### config.mk
export PLATFORM = sky130hd
export DESIGN_NAME = vga_timing_gen_flat
export DESIGN_NICKNAME = d
export VERILOG_FILES = /design/src/rtl/vga_timing_pkg.sv /design/src/rtl/vga_timing_gen_if.sv /design/src/rtl/vga_pipe_delay.sv /design/src/rtl/vga_timing_gen.sv /design/src/flat_wrapper.sv
export SDC_FILE = /design/constraint.sdc
export NUM_CORES = 1
export LEC_CHECK = 0
export CORE_ASPECT_RATIO = 0.75
export CORE_MARGIN = 4
export CORE_UTILIZATION = 49
export CTS_CLUSTER_SIZE = 16
export DETAILED_ROUTE_END_ITERATION = 16
export HOLD_SLACK_MARGIN = 0.08
export MAX_ROUTING_LAYER = met4
export PLACE_DENSITY = 0.74
export SLEW_MARGIN = 20
export SYNTH_ARGS = -nofsm -noshare
export SYNTH_HDL_FRONTEND = slang
export SYNTH_SLANG_ARGS = --single-unit
### constraint.sdc
create_clock -name clock -period 2 [get_ports clock]
set_clock_uncertainty 0.15 [all_clocks]
set_input_delay 0.4 -clock clock [delete_from_list [all_inputs] [get_ports clock]]
set_output_delay 0.4 -clock clock [all_outputs]
set_load 0.02 [all_outputs]
### src/rtl/vga_timing_pkg.sv
// Shared timing types and default 640x480@60 raster parameters.
package vga_timing_pkg;

  // One axis of a raster: visible span followed by front porch, sync and back porch.
  typedef struct packed {
    logic [31:0] active;
    logic [31:0] fp;
    logic [31:0] sync;
    logic [31:0] bp;
  } timing_t;

  localparam timing_t VGA_640X480_H = '{active: 32'd640, fp: 32'd16, sync: 32'd96, bp: 32'd48};
  localparam timing_t VGA_640X480_V = '{active: 32'd480, fp: 32'd10, sync: 32'd2, bp: 32'd33};

  localparam int unsigned CNT_W_DEF = 12;

  // Total period of one axis in strobes (pixels) or lines.
  function automatic int unsigned timing_total(timing_t t);
    return int'(t.active + t.fp + t.sync + t.bp);
  endfunction

endpackage

### src/rtl/vga_timing_gen_if.sv
// Video timing bundle between the raster generator and the fetch/DAC consumers.
interface vga_timing_gen_if #(
  parameter int unsigned CNT_W = 12
);
  logic             pixel_en;
  logic             fetch_en;
  logic [CNT_W-1:0] x;
  logic [CNT_W-1:0] y;
  logic             line_start;
  logic             frame_start;
  logic             hsync;
  logic             vsync;
  logic             active;
  logic             vblank;

  modport master (
    input  pixel_en,
    output fetch_en, x, y, line_start, frame_start, hsync, vsync, active, vblank
  );

  modport slave (
    output pixel_en,
    input  fetch_en, x, y, line_start, frame_start, hsync, vsync, active, vblank
  );
endinterface

### src/rtl/vga_pipe_delay.sv
// Enable-gated shift register with a reset value supplied on a port; DEPTH=0 is a wire.
module vga_pipe_delay #(
  parameter int unsigned WIDTH = 4,
  parameter int unsigned DEPTH = 2
) (
  input  logic             clk_i,
  input  logic             rst_i,
  input  logic             en_i,
  input  logic [WIDTH-1:0] rst_val_i,
  input  logic [WIDTH-1:0] d_i,
  output logic [WIDTH-1:0] q_o
);

  if (DEPTH == 0) begin : g_wire
    logic unused_pipe;
    assign unused_pipe = ^{clk_i, rst_i, en_i, rst_val_i};
    assign q_o = d_i;
  end else begin : g_shift
    logic [WIDTH-1:0] sr_q [DEPTH];
    logic [WIDTH-1:0] sr_d [DEPTH];

    // Shift one stage per enable, hold otherwise.
    always_comb begin
      for (int i = 0; i < int'(DEPTH); i++) sr_d[i] = sr_q[i];
      if (en_i) begin
        sr_d[0] = d_i;
        for (int i = 1; i < int'(DEPTH); i++) sr_d[i] = sr_q[i-1];
      end
    end

    // Stage registers; reset flushes every stage to the idle level.
    always_ff @(posedge clk_i or posedge rst_i) begin
      if (rst_i) begin
        for (int i = 0; i < int'(DEPTH); i++) sr_q[i] <= rst_val_i;
      end else begin
        for (int i = 0; i < int'(DEPTH); i++) sr_q[i] <= sr_d[i];
      end
    end

    assign q_o = sr_q[DEPTH-1];
  end

endmodule

### src/rtl/vga_timing_gen.sv
// Parametrised raster timing generator: early fetch coordinates plus delayed sync/blank.
module vga_timing_gen
  import vga_timing_pkg::*;
#(
  parameter int unsigned H_ACTIVE   = VGA_640X480_H.active,
  parameter int unsigned H_FP       = VGA_640X480_H.fp,
  parameter int unsigned H_SYNC     = VGA_640X480_H.sync,
  parameter int unsigned H_BP       = VGA_640X480_H.bp,
  parameter int unsigned V_ACTIVE   = VGA_640X480_V.active,
  parameter int unsigned V_FP       = VGA_640X480_V.fp,
  parameter int unsigned V_SYNC     = VGA_640X480_V.sync,
  parameter int unsigned V_BP       = VGA_640X480_V.bp,
  parameter bit          HSYNC_POL  = 1'b0,
  parameter bit          VSYNC_POL  = 1'b0,
  parameter int unsigned PIPE_DELAY = 2,
  parameter int unsigned CNT_W      = CNT_W_DEF
) (
  input logic              clock,
  input logic              reset,
  vga_timing_gen_if.master vid
);

  localparam int unsigned H_TOTAL = H_ACTIVE + H_FP + H_SYNC + H_BP;
  localparam int unsigned V_TOTAL = V_ACTIVE + V_FP + V_SYNC + V_BP;

  if (H_ACTIVE == 0 || H_FP == 0 || H_SYNC == 0 || H_BP == 0 ||
      V_ACTIVE == 0 || V_FP == 0 || V_SYNC == 0 || V_BP == 0) begin : g_bad_field
    $error("vga_timing_gen: every timing field must be non-zero");
  end
  if (64'(H_TOTAL) >= (64'd1 << CNT_W) || 64'(V_TOTAL) >= (64'd1 << CNT_W)) begin : g_bad_width
    $error("vga_timing_gen: H_TOTAL/V_TOTAL do not fit in CNT_W");
  end
  if (PIPE_DELAY > 15) begin : g_bad_delay
    $error("vga_timing_gen: PIPE_DELAY must be 0..15");
  end

  localparam logic [CNT_W-1:0] H_LAST  = CNT_W'(H_TOTAL - 1);
  localparam logic [CNT_W-1:0] V_LAST  = CNT_W'(V_TOTAL - 1);
  localparam logic [CNT_W-1:0] H_ACT_C = CNT_W'(H_ACTIVE);
  localparam logic [CNT_W-1:0] V_ACT_C = CNT_W'(V_ACTIVE);
  localparam logic [CNT_W-1:0] HS_BEG  = CNT_W'(H_ACTIVE + H_FP);
  localparam logic [CNT_W-1:0] HS_END  = CNT_W'(H_ACTIVE + H_FP + H_SYNC);
  localparam logic [CNT_W-1:0] VS_BEG  = CNT_W'(V_ACTIVE + V_FP);
  localparam logic [CNT_W-1:0] VS_END  = CNT_W'(V_ACTIVE + V_FP + V_SYNC);

  // Delayed vector layout: {hsync, vsync, active, vblank}.
  localparam logic [3:0] SYNC_RST = {~HSYNC_POL, ~VSYNC_POL, 2'b00};

  logic [CNT_W-1:0] h_cnt_q, h_cnt_d, v_cnt_q, v_cnt_d;
  logic [CNT_W-1:0] x_q, x_d, y_q, y_d;
  logic             fetch_en_q, fetch_en_d;
  logic             line_start_q, line_start_d;
  logic             frame_start_q, frame_start_d;
  logic [3:0]       sync0_q, sync0_d;
  logic [3:0]       sync_out;
  logic             visible, hs_on, vs_on, vblank_raw;

  // Decode the current counter position.
  always_comb begin
    visible    = (h_cnt_q < H_ACT_C) && (v_cnt_q < V_ACT_C);
    hs_on      = (h_cnt_q >= HS_BEG) && (h_cnt_q < HS_END);
    vs_on      = (v_cnt_q >= VS_BEG) && (v_cnt_q < VS_END);
    vblank_raw = (v_cnt_q >= V_ACT_C);
  end

  // Counter advance and stage-0 capture, both gated by the pixel strobe.
  always_comb begin
    h_cnt_d       = h_cnt_q;
    v_cnt_d       = v_cnt_q;
    x_d           = x_q;
    y_d           = y_q;
    fetch_en_d    = fetch_en_q;
    line_start_d  = line_start_q;
    frame_start_d = frame_start_q;
    sync0_d       = sync0_q;
    if (vid.pixel_en) begin
      if (h_cnt_q == H_LAST) begin
        h_cnt_d = '0;
        v_cnt_d = (v_cnt_q == V_LAST) ? '0 : v_cnt_q + CNT_W'(1);
      end else begin
        h_cnt_d = h_cnt_q + CNT_W'(1);
      end
      fetch_en_d    = visible;
      x_d           = visible ? h_cnt_q : '0;
      y_d           = visible ? v_cnt_q : '0;
      line_start_d  = visible && (h_cnt_q == '0);
      frame_start_d = visible && (h_cnt_q == '0) && (v_cnt_q == '0);
      sync0_d       = {hs_on ? HSYNC_POL : ~HSYNC_POL,
                       vs_on ? VSYNC_POL : ~VSYNC_POL,
                       visible, vblank_raw};
    end
  end

  // Counter and stage-0 registers.
  always_ff @(posedge clock or posedge reset) begin
    if (reset) begin
      h_cnt_q       <= '0;
      v_cnt_q       <= '0;
      x_q           <= '0;
      y_q           <= '0;
      fetch_en_q    <= 1'b0;
      line_start_q  <= 1'b0;
      frame_start_q <= 1'b0;
      sync0_q       <= SYNC_RST;
    end else begin
      h_cnt_q       <= h_cnt_d;
      v_cnt_q       <= v_cnt_d;
      x_q           <= x_d;
      y_q           <= y_d;
      fetch_en_q    <= fetch_en_d;
      line_start_q  <= line_start_d;
      frame_start_q <= frame_start_d;
      sync0_q       <= sync0_d;
    end
  end

  // Align sync/blank with the fetch latency of the downstream pixel path.
  vga_pipe_delay #(
    .WIDTH (4),
    .DEPTH (PIPE_DELAY)
  ) u_pipe (
    .clk_i     (clock),
    .rst_i     (reset),
    .en_i      (vid.pixel_en),
    .rst_val_i (SYNC_RST),
    .d_i       (sync0_q),
    .q_o       (sync_out)
  );

  assign vid.fetch_en    = fetch_en_q;
  assign vid.x           = x_q;
  assign vid.y           = y_q;
  assign vid.line_start  = line_start_q;
  assign vid.frame_start = frame_start_q;
  assign vid.hsync       = sync_out[3];
  assign vid.vsync       = sync_out[2];
  assign vid.active      = sync_out[1];
  assign vid.vblank      = sync_out[0];

endmodule
### src/flat_wrapper.sv
// flat-port wrapper written by rule: the top's interface ports become plain ports
module vga_timing_gen_flat import vga_timing_pkg::*;
#(
  parameter int unsigned H_ACTIVE   = VGA_640X480_H.active,
  parameter int unsigned H_FP       = VGA_640X480_H.fp,
  parameter int unsigned H_SYNC     = VGA_640X480_H.sync,
  parameter int unsigned H_BP       = VGA_640X480_H.bp,
  parameter int unsigned V_ACTIVE   = VGA_640X480_V.active,
  parameter int unsigned V_FP       = VGA_640X480_V.fp,
  parameter int unsigned V_SYNC     = VGA_640X480_V.sync,
  parameter int unsigned V_BP       = VGA_640X480_V.bp,
  parameter bit          HSYNC_POL  = 1'b0,
  parameter bit          VSYNC_POL  = 1'b0,
  parameter int unsigned PIPE_DELAY = 2,
  parameter int unsigned CNT_W      = CNT_W_DEF
)
  (clock, reset, vid_pixel_en, vid_fetch_en, vid_x, vid_y, vid_line_start, vid_frame_start, vid_hsync, vid_vsync, vid_active, vid_vblank);
  vga_timing_gen_if #(.CNT_W(CNT_W)) vid_i ();
  input logic clock;
  input logic reset;
  input wire logic [$bits(vid_i.pixel_en)-1:0] vid_pixel_en;
  output wire logic [$bits(vid_i.fetch_en)-1:0] vid_fetch_en;
  output wire logic [$bits(vid_i.x)-1:0] vid_x;
  output wire logic [$bits(vid_i.y)-1:0] vid_y;
  output wire logic [$bits(vid_i.line_start)-1:0] vid_line_start;
  output wire logic [$bits(vid_i.frame_start)-1:0] vid_frame_start;
  output wire logic [$bits(vid_i.hsync)-1:0] vid_hsync;
  output wire logic [$bits(vid_i.vsync)-1:0] vid_vsync;
  output wire logic [$bits(vid_i.active)-1:0] vid_active;
  output wire logic [$bits(vid_i.vblank)-1:0] vid_vblank;
  assign vid_i.pixel_en = vid_pixel_en;
  assign vid_fetch_en = vid_i.fetch_en;
  assign vid_x = vid_i.x;
  assign vid_y = vid_i.y;
  assign vid_line_start = vid_i.line_start;
  assign vid_frame_start = vid_i.frame_start;
  assign vid_hsync = vid_i.hsync;
  assign vid_vsync = vid_i.vsync;
  assign vid_active = vid_i.active;
  assign vid_vblank = vid_i.vblank;
  vga_timing_gen #(.H_ACTIVE(H_ACTIVE), .H_FP(H_FP), .H_SYNC(H_SYNC), .H_BP(H_BP), .V_ACTIVE(V_ACTIVE), .V_FP(V_FP), .V_SYNC(V_SYNC), .V_BP(V_BP), .HSYNC_POL(HSYNC_POL), .VSYNC_POL(VSYNC_POL), .PIPE_DELAY(PIPE_DELAY), .CNT_W(CNT_W)) u_core (.clock(clock), .reset(reset), .vid(vid_i));
endmodule
==> impl_results.md, run 1 <==
- CTS Buffer Depth: 2
- GR Overflow Total: 0
- Crit Path Class: reg2out
- Distinct cells, synth: 41
- RSZ-0062 raised after global routing: false
- Mapped Nets: 246
- Met2 WL: around 2.5 mm
- Min Clock Period, post-route: roughly 1900 ps
- Net Switching: 693 uW
- Placed Area: about 0.0033 mm^2
- Num CTS Buffers: 9
- Sequential area share after synthesis: 56.4%
- Cell Int Power: 2190 uW
- Final Non-Filler Cells: approximately 370
- Clk sinks: 62
- Hold Crit Class: reg2reg
- Total wire length: 5.66 mm
- H-Tree Depth: 3
- Critical-path top delay cell: clkdlybuf4s50_1
- Die ar.: 0.00692 mm^2
- Post-route design area: between 0.003 and 0.004 mm^2
- Worst Path Arrival: between 1000 and 1500 ps
- Syn Std Cell Area: between 0.002 and 0.003 mm^2
- Area contributors post-synth: dfrtp_1, a22o_1, dfstp_2
- Core box area: 0.00541 mm^2
- Slowest stage delay, CP: roughly 610 ps
- Final hold vios: 0
- Yosys top cell by area: dfrtp_1
- Filler Cells Inserted: 426
- Synth top area share: 50.7%
- Setup ws final: 143 ps
- Initial antenna violation count: 0
- Post-DP HPWL: slightly below 4 mm
- Sequential power share: 48.2%
- Drt pass-1 iters: 4
- CTS tree: yes
- CP top delay family: buffers and inverters
- Outcome: finished, final reports clean
- Most frequent cells in the layout: dfrtp_1, clkdlybuf4s50_1, a22o_1, buf_4
- Number of synthesized register bits: 62
- Top layer in use: met4
- Most used DFF post-synth: dfrtp_1
- Critical Path, Cell by Cell: clkdlybuf4s50_1
- Die X: between 90 and 100 um
- WL per Instance: 15.5 um
- Synth warn: 0
- Detailed Route Iter0 Violations: 130
- Post-synth EDFFs: 0
- Post-CTS setup buffer count: 0
- Startpoint Class: flip-flop
- Max Slew Vio Count: 0
- Die Y: 73.1 um
- Final Wtd Congestion: 0.876
- First-pass GRT wire length: 9.65 mm
- Routed vias/inst: 5.35
- Area growth, synth to finish: 26.5%
- Mean Syn Cell Area: 11.6 um^2
- Cells after synthesis: 238
- Setup crit end kind: primary output
- Pre-CTS setup slack: -140 ps
- Worst slew margin: 70.5%
- LEAKAGE: 0.00163 uW
- Asr flop ratio synth: between 90% and 100%
- Residual DRC count: 0
- Inst Count DP: about 350
- Least-Margin Pin Slew: 443 ps
- Setup violations, final: 0
- Placement Rows: 23
- Clock-pin slew of the registers on the worst-case setup and hold paths: approximately 70 ps
- CTS root buf: clkbuf_8
- Combinational power share: 9.8%
- WL met3: 347 um
- CP Buf/Inv Count: 1
- I/O Buffers: 33
- Fin util: ~65%
- Antenna diode count: 0
- Antenna Nets Post-Route: 0
- Metal-1 WL: 2.79 mm
- Sw Ratio: 24.0%
- Overall power: 2890 uW
- Most common cell after layout, fill and taps aside: dfrtp_1
- Starting Density: roughly half
- Share of cells above drive strength 1: roughly 20%
- Vias: 1951
- Largest net degree at the start of global routing: 63
- Clock latency on the worst-skew pair: 330 ps
- I/O pin total: 34
- Vias in the first global route: between 1500 and 2000
- Nets: 293
- Clock power frac: a little over two fifths
- Worst VDD drop: ~0.47 mV
- Max Cap Viol: 0
- Tcrit/Tclk final: 92.8%
- Power density cells: 825 mW/mm^2
- Worst path required time: 1450 ps
- Crit-path max FO: 2
- Fmax: roughly 0.54 GHz
- Total global-route track usage: a little under a fifth
[layer usage]
| layer | GRT usage [%] | up-vias |
|---|---|---|
| li1 | - | 956 |
| met1 | 27.4 | 937 |
| met2 | 25.9 | 52 |
| met3 | 4.64 | 6 |
| met4 | 7.20 | 0 |
| met5 | - | - |
[repair_timing]
item	CTS	global route
gates resized for setup	2	1
hold endpoints to repair	0	0
setup endpoints to repair	2	3
hold buffers	0	0
[sequential cells by signal, summed over array words and instances, names as in the netlist, 4 cells and up]
signal,count
u_core.sync0_q,4
u_core.u_pipe.q_o,4
u_core.u_pipe.g_shift.sr_q,4
u_core.v_cnt_q,12
u_core.h_cnt_q,12
u_core.vid.x,12
u_core.vid.y,12
[final timing paths]
check	from	slack, ps	cells past startpoint	endpoint
worst max-delay path	u_core.vid.x[5]	140	1	vid_x[5]
worst min-delay path	u_core.sync0_q[3]	340	2	u_core.sync0_q[3]
worst max register to register	u_core.h_cnt_q[0]	150	6	u_core.h_cnt_q[10]
worst min register to register	u_core.sync0_q[3]	340	2	u_core.sync0_q[3]
max in group asynchronous	reset	1050	3	u_core.sync0_q[3]
min in group asynchronous	reset	350	3	u_core.vid.y[5]
[logic make-up after synthesis]
logic type               Yosys count  synth area share [%]
adder cells (fa/ha/maj)            5                  2.26
AND/OR/NAND/NOR                   79                  18.3
buffers and inverters             29                  4.75
AO/OA/AOI/OAI                     42                  10.9
multiplexers                       9                  3.62
XOR/XNOR                          12                  3.80
flip-flops                        62                  56.4
[through the flow]
step / TNS, ps / hold slack [ps]
2_1_floorplan: 0 / 315
3_3_place_gp: -2480 / 327
3_5_place_dp: -3560 / 335
4_1_cts: 0 / 343
5_1_grt: 0 / 349
6_report: 0 / 344
[synthesized netlist by cell type, types with 2 or more instances]
cell type / n
o31ai_1: 3
a31oi_1: 2
a22o_1: 19
nor4bb_1: 3
or3_1: 2
clkbuf_1: 7
and4_1: 6
o21ai_0: 11
nand3_1: 12
nand4_1: 6
xor2_1: 6
mux2_2: 8
nand4_2: 3
buf_2: 6
buf_4: 4
and4b_1: 2
nand2_1: 9
nor2_1: 12
ha_1: 5
nor2b_1: 7
dfstp_2: 6
a21oi_1: 3
dfrtp_1: 56
and3_1: 5
nor4_1: 2
xnor2_1: 6
inv_1: 12
nor3_1: 2
[final cells by class]
class	instances	area (um^2)	area share, %
well taps	75	93.8	2.68
clock buffers	12	155	4.43
multi-input cells	147	1080	30.9
flip-flops and latches	62	1560	44.6
clock inverters	4	70.1	2.00
inverters	12	48.8	1.39
repair buffers	53	490	14.0
[tightest hold or removal path, cell delays in order (launching register included)]
cell and delay, ps:
dfstp_2 370, nor2_1 80, a31oi_1 40
[power groups by stage]
stage / sequential, uW / clock [uW] / combinational (uW)
after CTS: 1390 / 1240 / 284
after floorplan: 1360 / 0 / 246
after global placement: 1410 / 0 / 274
final: 1390 / 1210 / 282
after global routing: 1400 / 1290 / 318
after detailed placement: 1410 / 0 / 279
No activity file was read; power rests on OpenSTA's default activity.
==> run 2, diff against run 1 <==
- CORE_UTILIZATION: 49 -> 59
- PLACE_DENSITY: 0.74 -> 0.84
- clock period: 2 -> 2.4 ns (I/O delays scaled with it)
==> impl_results.md, run 2 (synthesis results as in run 1) <==
- Fmax: 0.480 GHz
- I/O Buffers: 33 (unchanged)
- Final hold vios: 0 (unchanged)
- Detailed Route Iter0 Violations: 133 (+2.3%)
- Footprint of the multi-input gates: 0.00107 mm^2 (-0.58%)
- Total global-route track usage: 22.0% (+3.0 points)
- Crit-path max FO: 2 (unchanged)
- Clock-pin slew of the registers on the worst-case setup and hold paths: 60 ps (about the same)
- Worst slew margin: 54.2% (-16 points)
- RSZ-0062 raised after global routing: false
- Post-DP HPWL: 3.84 mm (-3.2%)
- Worst VDD drop: 0.381 mV (-20%)
- Num CTS Buffers: 9 (unchanged)
- Core box area: 0.00449 mm^2 (-17%)
- Tcrit/Tclk final: 86.9%
- Die Y: 67.3 um (-7.9%)
- Die ar.: 0.00586 mm^2 (-15%)
- Startpoint Class: flip-flop
- Hold Crit Class: in2async
- CTS Buffer Depth: 2 (unchanged)
- Setup violations, final: 0 (unchanged)
- Slowest stage delay, CP: 600 ps (about the same)
- Filler Cells Inserted: 301 (-29%)
- Overall power: 2280 uW (-21%)
- Clk sinks: 62 (unchanged)
- Vias: 1927 (-1.2%)
- GR Overflow Total: 0 (unchanged)
- Vias in the first global route: 1937 (+4.6%)
- Worst Path Arrival: 1460 ps (+150 ps)
- H-Tree Depth: 3 (unchanged)
- CP top delay family: buffers and inverters
- Nets: 282 (-3.8%)
- Initial antenna violation count: 0 (unchanged)
- Inst Count DP: 320 (-8.3%)
- Antenna diode count: 0 (unchanged)
- Total wire length: 5.51 mm (-2.6%)
- Die X: 87.1 um (-8.1%)
- Clock latency on the worst-skew pair: 340 ps (about the same)
- Most frequent cells in the layout: dfrtp_1, clkdlybuf4s50_1, a22o_1
- Placement Rows: 21 (-8.7%)
- Max Slew Vio Count: 0 (unchanged)
- Power density cells: 679 mW/mm^2 (-18%)
- CP Buf/Inv Count: 1 (unchanged)
- Critical Path, Cell by Cell: clkdlybuf4s50_1
- Setup crit end kind: primary output
- Final Wtd Congestion: 0.820 (-6.4%)
- Antenna Nets Post-Route: 0 (unchanged)
- Sequential cell area: 0.00156 mm^2 (unchanged)
- Drt pass-1 iters: 4 (unchanged)
- CTS tree: yes
- Fin util: 74.6% (+10 points)
- Setup tns final: 0 ps (unchanged)
- Least-Margin Pin Slew: 686 ps (+243 ps)
- Starting Density: 61.5% (+10 points)
- Post-route design area: 0.00335 mm^2 (-4.1%)
- Crit Path Class: reg2out
- Outcome: finished, final reports clean
- Routed vias/inst: 5.75 (+7.6%)
- Largest net degree at the start of global routing: 46 (-27%)
- CTS root buf: clkbuf_8
- Post-CTS Hold Fix Bufs: 0 (unchanged)
- Max Cap Viol: 0 (unchanged)
- WL per Instance: 16.5 um (+6.2%)
- Placed Area: 0.00316 mm^2 (-3.3%)
- Min Clock Period, post-route: 2090 ps
- Share of cells above drive strength 1: 15.1% (-4.5 points)
- Final Non-Filler Cells: 335 (-8.2%)
- Worst path required time: 1770 ps (+320 ps)
- LEAKAGE: 0.00156 uW (-4.1%)
- Post-CTS setup buffer count: 0 (unchanged)
- Residual DRC count: 0 (unchanged)
- Most common cell after layout, fill and taps aside: dfrtp_1
- Critical-path top delay cell: clkdlybuf4s50_1
- I/O pin total: 34 (unchanged)
- First-pass GRT wire length: 9.34 mm (-3.3%)
- Area growth, synth to finish: 21.3%
- Post-CTS Resized: 0 (-2)
-- run 2: cell count changes in the layout (fill, tap and decap cells not counted), moves of 2 or more --
cell	before	now
buf_4	19	8
clkdlybuf4s50_1	31	33
clkinv_2	2	0
clkbuf_1	1	3
dlygate4sd2_1	2	0
-- run 2: cell type report --
| class | count | area share [%] |
|---|---|---|
| well taps | 57 | 2.13 |
| clock inverters | 1 | 0.896 |
| repair buffers | 42 | 12.2 |
| clock buffers | 14 | 4.85 |
| inverters | 12 | 1.34 |
| flip-flops and latches | 62 | 46.5 |
| multi-input cells | 147 | 32.1 |
-- run 2: metal layers --
metal  up-vias  global-route usage (%)  wire [um]
li1        929                       -          -
met1       925                    29.3       2480
met2        59                    31.1       2560
met3        14                    6.83        350
met4         0                    9.92        114
met5         -                       -          0
-- run 2: worst paths after layout --
| check | startpoint | endpoint | slack [ps] | cells past startpoint |
|---|---|---|---|---|
| worst min-delay path | reset | u_core.v_cnt_q[2] | 290 | 2 |
| worst min register to register | u_core.sync0_q[2] | u_core.sync0_q[2] | 340 | 2 |
| worst max-delay path | u_core.u_pipe.q_o[2] | vid_vsync | 310 | 1 |
| min in group clock | u_core.sync0_q[2] | u_core.sync0_q[2] | 340 | 2 |
| worst max register to register | u_core.h_cnt_q[1] | u_core.v_cnt_q[6] | 460 | 5 |
| max in group asynchronous | reset | u_core.sync0_q[3] | 1200 | 3 |
-- run 2: stage by stage --
| step | setup WS [ps] | hold slack (ps) |
|---|---|---|
| floorplan | 239 | 315 |
| global placement | 165 | 331 |
| detailed placement | 102 | 338 |
| CTS | 292 | 287 |
| global route | 267 | 306 |
| finish | 315 | 289 |
-- run 2: power by group --
| part | internal, uW | leakage (uW) | switching [uW] |
|---|---|---|---|
| registers | 1090 | 0.000794 | 85.7 |
| logic | 87.6 | 0.000668 | 109 |
| clock network | 532 | 0.0000968 | 375 |
| total | 1710 | 0.00156 | 569 |
==> run 3, diff against run 2 <==
- GPL_TIMING_DRIVEN: default -> 1
- SKIP_CTS_REPAIR_TIMING: default -> 1
==> results of run 3 <==
No change in the layout: final DEF, timing and power equal those of run 2.
==> RTL edit 1: new RTL, flow settings as in run 3 <==
Put a register stage on the output `vid.hsync`, without a reset. The value now appears one clock later.
--- a/src/rtl/vga_timing_gen.sv
+++ b/src/rtl/vga_timing_gen.sv
@@ -134,3 +134,5 @@
   assign vid.frame_start = frame_start_q;
-  assign vid.hsync       = sync_out[3];
+  always_ff @(posedge clock) begin
+    vid.hsync <= sync_out[3];
+  end
   assign vid.vsync       = sync_out[2];
Behaviour: same outputs for any inputs over 10 cycles, from zero or initial values and one cycle with reset high; that may be too few to reach the edited logic, so the function may still have changed.
==> RTL edit 1 against run 3 <==
Setup slack got worse by 0.0052 ns; wire length increased by 4.4%; synthesized area increased by 0.72%; sequential share of layout area increased by 0.21 points; worst hold slack got worse by 0.029 ns; register-to-register slack improved by 0.02 ns; sequential cell count increased by 1; synthesized cell count increased by 0.42%; die area increased by 0.64%; total power increased by 2.3%; clock power increased by 4.2%; final area increased by 0.82%; largest cell class unchanged; highest routed layer unchanged.
==> RTL edit 1: results (changes against run 3) <==
Routing
  – Routed WL per cell: 17.1 um (+4.1%)
  – Metal3 WL: 436 um (+25%)
  – Vias per inst: 6.12 (+6.3%)
  – First-pass iteration count of the detailed router: 4 (unchanged)
  – Metal-1 WL: 2540 um (+2.5%)
  – Met2 WL post-DR: 2690 um (+5.0%)
  – Detailed Route Iter0 Violations: 141 (+6.0%)
  – Highest metal used: met4

Synthesis
  – Synthesized Nets: 247 (+0.41%)
  – #FFs+latches synth: 63 (+1.6%)
  – Synth warn: 0 (unchanged)
  – Ys async rst share: 98.4% (-1.6 points)
  – Post-synth cell types: 42 (+2.4%)
  – Synth area leader: dfrtp_1
  – Mean Syn Cell Area: 11.7 um^2 (+0.30%)
  – Dominant cells by area after synthesis: dfrtp_1, a22o_1, dfstp_2
  – Post-synth top cells: dfrtp_1, a22o_1, inv_1, nand3_1, nor2_1
  – Sequential share of the synthesized area: 56.7% (+0.31 points)

Worst setup path
  – Slowest stage delay, CP: 0.60 ns (about the same)
  – Critical Path Fanout Max: 2 (unchanged)
  – Register-to-Register Path Depth: 5 (unchanged)
  – Worst Path Arrival: 1.46 ns (about the same)
  – Cell family with most CP delay: buffers and inverters
  – Critical-path top delay cell: clkdlybuf4s50_1

Finish
  – Diodes inserted: 0 (unchanged)
  – Fillers: 291 (-3.3%)
  – Layout net count: 282 (unchanged)
  – Share of layout cells above drive strength 1: 16.1% (+1.0 points)

Timing
  – Max-slew headroom: 55.2% (+1.0 points)

Placement
  – Post-DP HPWL: 4010 um (+4.4%)
  – RePlAce Congestion: 0.862 (+5.1%)
  – Pre-CTS setup slack: 0.157 ns (+0.0546 ns)
  – Port buffer count: 33 (unchanged)

Global routing
  – Number of global-route vias before repair: 1965 (+1.4%)
  – First-pass GRT wire length: 9730 um (+4.2%)
  – Initial antenna violation count: 0 (unchanged)
  – GR Util All Layers: 22.8% (+0.73 points)
  – Pin count of the biggest net entering global routing: 36 (-22%)

Clock network
  – Skew-Pair Late Insertion Delay: 0.34 ns (about the same)
  – Root Buffer: clkbuf_8
  – Clock-pin transition on the worst setup and hold timing paths: roughly 0.07 ns
  – CTS Buffer Depth: 2 (unchanged)
  – H-tree depth: 3 (unchanged)

Power
  – VDD IR max: 0.562 mV (+48%)
  – Total leakage power: 1.57 nW (+0.80%)

Worst hold path
  – HP Class: flop to flop

Run status
  – Outcome: finished clean
[RTL edit 1: cell count changes after synthesis]
cell / delta
dfxtp_1: +1
[RTL edit 1: cells by family (layout without fill, tap and decap cells)]
family,after synthesis,in the layout,share of synthesized area [%]
and+or+nand+nor,79,79,18.1
DFF,63,63,56.7
AOI/OAI and AO/OA,42,42,10.8
buffers and inverters,29,69,4.72
xor gates and xnor gates,12,12,3.77
muxes,9,9,3.59
adders and majority gates,5,5,2.25
[RTL edit 1: through the flow]
step	cells	util (%)	area (um^2)	power, mW
floorplan	239	-	2790	1.35
global placement	320	70.2	3170	1.38
detailed placement	320	70.2	3170	1.39
CTS	336	74.8	3380	2.34
global route	336	74.8	3380	2.43
finish	336	74.8	3380	2.33
[RTL edit 1: final timing paths]
kind,start,endpoint,slack (ns)
max,u_core.u_pipe.q_o[2],vid_vsync,0.31
max reg2reg,u_core.h_cnt_q[1],u_core.v_cnt_q[6],0.48
max in group asynchronous,reset,u_core.u_pipe.g_shift.sr_q[7],1.25
min reg2reg,u_core.u_pipe.q_o[3],u_core.vid.hsync,0.26
min in group asynchronous,reset,u_core.vid.line_start,0.28
min,u_core.u_pipe.q_o[3],u_core.vid.hsync,0.26
[RTL edit 1: power by group]
part / leakage [nW] / switching (mW) / internal, mW
Sequential: 0.802 / 0.106 / 1.10
Combinational: 0.663 / 0.0965 / 0.0787
Clock: 0.105 / 0.412 / 0.534
Total: 1.57 / 0.614 / 1.72
[RTL edit 1: layer usage]
| metal | vias up | GRT usage, % |
|---|---|---|
| li1 | 936 | - |
| met1 | 1020 | 30.3 |
| met2 | 86 | 33.0 |
| met3 | 13 | 8.17 |
| met4 | 0 | 6.70 |
| met5 | - | - |
[RTL edit 1: cell type report]
class                           count  area share, %
Sequential cell                    63           46.7
Multi-Input combinational cell    147           31.8
Timing Repair Buffer               41           11.9
Clock buffer                       11           4.48
Tap cell                           57           2.11
Clock inverter                      5           1.67
Inverter                           12           1.33
==> RTL edit 2: new RTL, settings of run 3 <==
Made on the original files. `VSYNC_POL` is set to 1'b0 in 2 places; all go to 1'b1.
--- a/src/rtl/vga_timing_gen.sv
+++ b/src/rtl/vga_timing_gen.sv
@@ -13,3 +13,3 @@
   parameter bit          HSYNC_POL  = 1'b0,
-  parameter bit          VSYNC_POL  = 1'b0,
+  parameter bit          VSYNC_POL  = 1'b1,
   parameter int unsigned PIPE_DELAY = 2,
--- a/src/flat_wrapper.sv
+++ b/src/flat_wrapper.sv
@@ -12,3 +12,3 @@
   parameter bit          HSYNC_POL  = 1'b0,
-  parameter bit          VSYNC_POL  = 1'b0,
+  parameter bit          VSYNC_POL  = 1'b1,
   parameter int unsigned PIPE_DELAY = 2,
Behaviour: not the same (a bounded check fails within 4 cycles, from zero or initial values and one cycle with reset high).
==> RTL edit 2 against run 3 <==
Sequential cell count unchanged; global-route usage increased by 2.8 points; setup slack lost 0.19 ns; non-clock buffer count rose by 11; final area rose by 3.6%; wire length increased by 13%; via count is 7.9% higher; die area hardly changed; synthesized cell count rose by 2.9%; synthesized area about the same; largest cell class unchanged; highest routed layer unchanged.
Power is not compared: it rests on default switching activity, and its combinational part moved more than twofold at a synthesized area within 25%.
==> RTL edit 2: results (changes against run 3) <==
Finish
  – Layout net count: 299 (+6.0%)
  – Non-Filler Instances: 353 (+5.4%)
  – Share of layout cells above drive strength 1: 18.2% (+3.1 points)
  – Fillers: 277 (-8.0%)

Synthesis
  – Post-synth top cells: dfrtp_1, a22o_1, nand2_1, nand3_1, clkbuf_1
  – Post-synth cell types: 42 (+2.4%)
  – Sequential share of the synthesized area: 56.3% (-0.11 points)
  – Dominant cells by area after synthesis: dfrtp_1, a22o_1, mux2_2
  – Synthesized Nets: 253 (+2.8%)
  – Post-synthesis mux area share: 5.43% (+1.8 points)
  – Area share of fa/ha/maj cells after synthesis: 2.26% (about the same)
  – Post-Synth XOR/XNOR Area: 4.12% (+0.32 points)
  – Compound-cell area share of the yosys netlist: 9.37% (-1.5 points)
  – Mean Syn Cell Area: 11.3 um^2 (-2.9%)

Worst setup path
  – FF-to-FF setup slack: 0.13 ns (-0.33 ns)
  – Worst R2R End: u_core.v_cnt_q[10]
  – Register-to-Register Path Depth: 4 (-1)
  – Origin of the critical flop-to-flop path: u_core.h_cnt_q[11]
  – Critical Path Fanout Max: 6 (+4)
  – Worst Path Arrival: 2.38 ns (+0.92 ns)

Routing
  – Metal3 WL: 486 um (+39%)
  – Detailed Route Iter0 Violations: 163 (+23%)
  – Vias per inst: 5.89 (+2.4%)
  – Met2 WL post-DR: 2880 um (+12%)
  – Routed WL per cell: 17.7 um (+7.4%)
  – Metal-1 WL: 2780 um (+12%)
  – Highest metal used: met4

Clock network
  – Root Buffer: clkbuf_8
  – Skew-Pair Late Insertion Delay: 0.34 ns (about the same)

Placement
  – Post-DP HPWL: 4140 um (+7.8%)
  – Dpl cells: 337 (+5.3%)

Run status
  – Outcome: finished clean

Global routing
  – Number of global-route vias before repair: 2065 (+6.6%)
  – First-pass GRT wire length: 10500 um (+12%)

Worst hold path
  – HP Class: primary input to async pin

Timing
  – Worst-margin pin slew: 0.446 ns (-0.240 ns)
## RTL edit 2: final cells by class
class	count	area [um^2]	area share [%]
Clock buffer	12	145	4.18
Clock inverter	4	70.1	2.02
Inverter	11	41.3	1.19
Multi-Input combinational cell	154	1100	31.6
Sequential cell	62	1560	44.8
Tap cell	57	71.3	2.05
Timing Repair Buffer	53	493	14.2
## RTL edit 2: per-layer routing
layer | track usage (%) | up-vias
li1 | - | 970
met1 | 33.9 | 1013
met2 | 35.9 | 88
met3 | 8.29 | 9
met4 | 6.81 | 0
met5 | - | -
## RTL edit 2: worst max path at each step
stage	endpoint	cells past startpoint	startpoint	slack, ns
after floorplan	u_core.v_cnt_q[4]	6	u_core.h_cnt_q[6]	0.02
after global placement	u_core.v_cnt_q[8]	4	u_core.h_cnt_q[11]	0.1
after detailed placement	u_core.v_cnt_q[8]	4	u_core.h_cnt_q[11]	0.08
after CTS	u_core.v_cnt_q[10]	4	u_core.h_cnt_q[11]	0.03
after global routing	u_core.v_cnt_q[7]	6	u_core.h_cnt_q[11]	0.06
final	u_core.v_cnt_q[10]	4	u_core.h_cnt_q[11]	0.13
## RTL edit 2: worst max-delay path, stage by stage, from the launching register on
cell and delay (ns):
dfrtp_1 0.40, or4_1 0.58, or4_4 0.49, or3b_1 0.40
mux2i_1 0.17
## RTL edit 2: power breakdown
part           internal (mW)  leakage, nW  switching, mW
Clock                  0.610        0.110          0.376
Combinational          0.241        0.591          0.255
Sequential              1.15        0.808          0.108
Total                   2.00         1.51          0.739
## RTL edit 2: metrics by stage
| stage | power, mW | hold slack (ns) |
|---|---|---|
| floorplan | 1.53 | 0.310 |
| global placement | 1.74 | 0.326 |
| detailed placement | 1.76 | 0.337 |
| CTS | 2.75 | 0.273 |
| global route | 2.87 | 0.296 |
| finish | 2.74 | 0.270 |
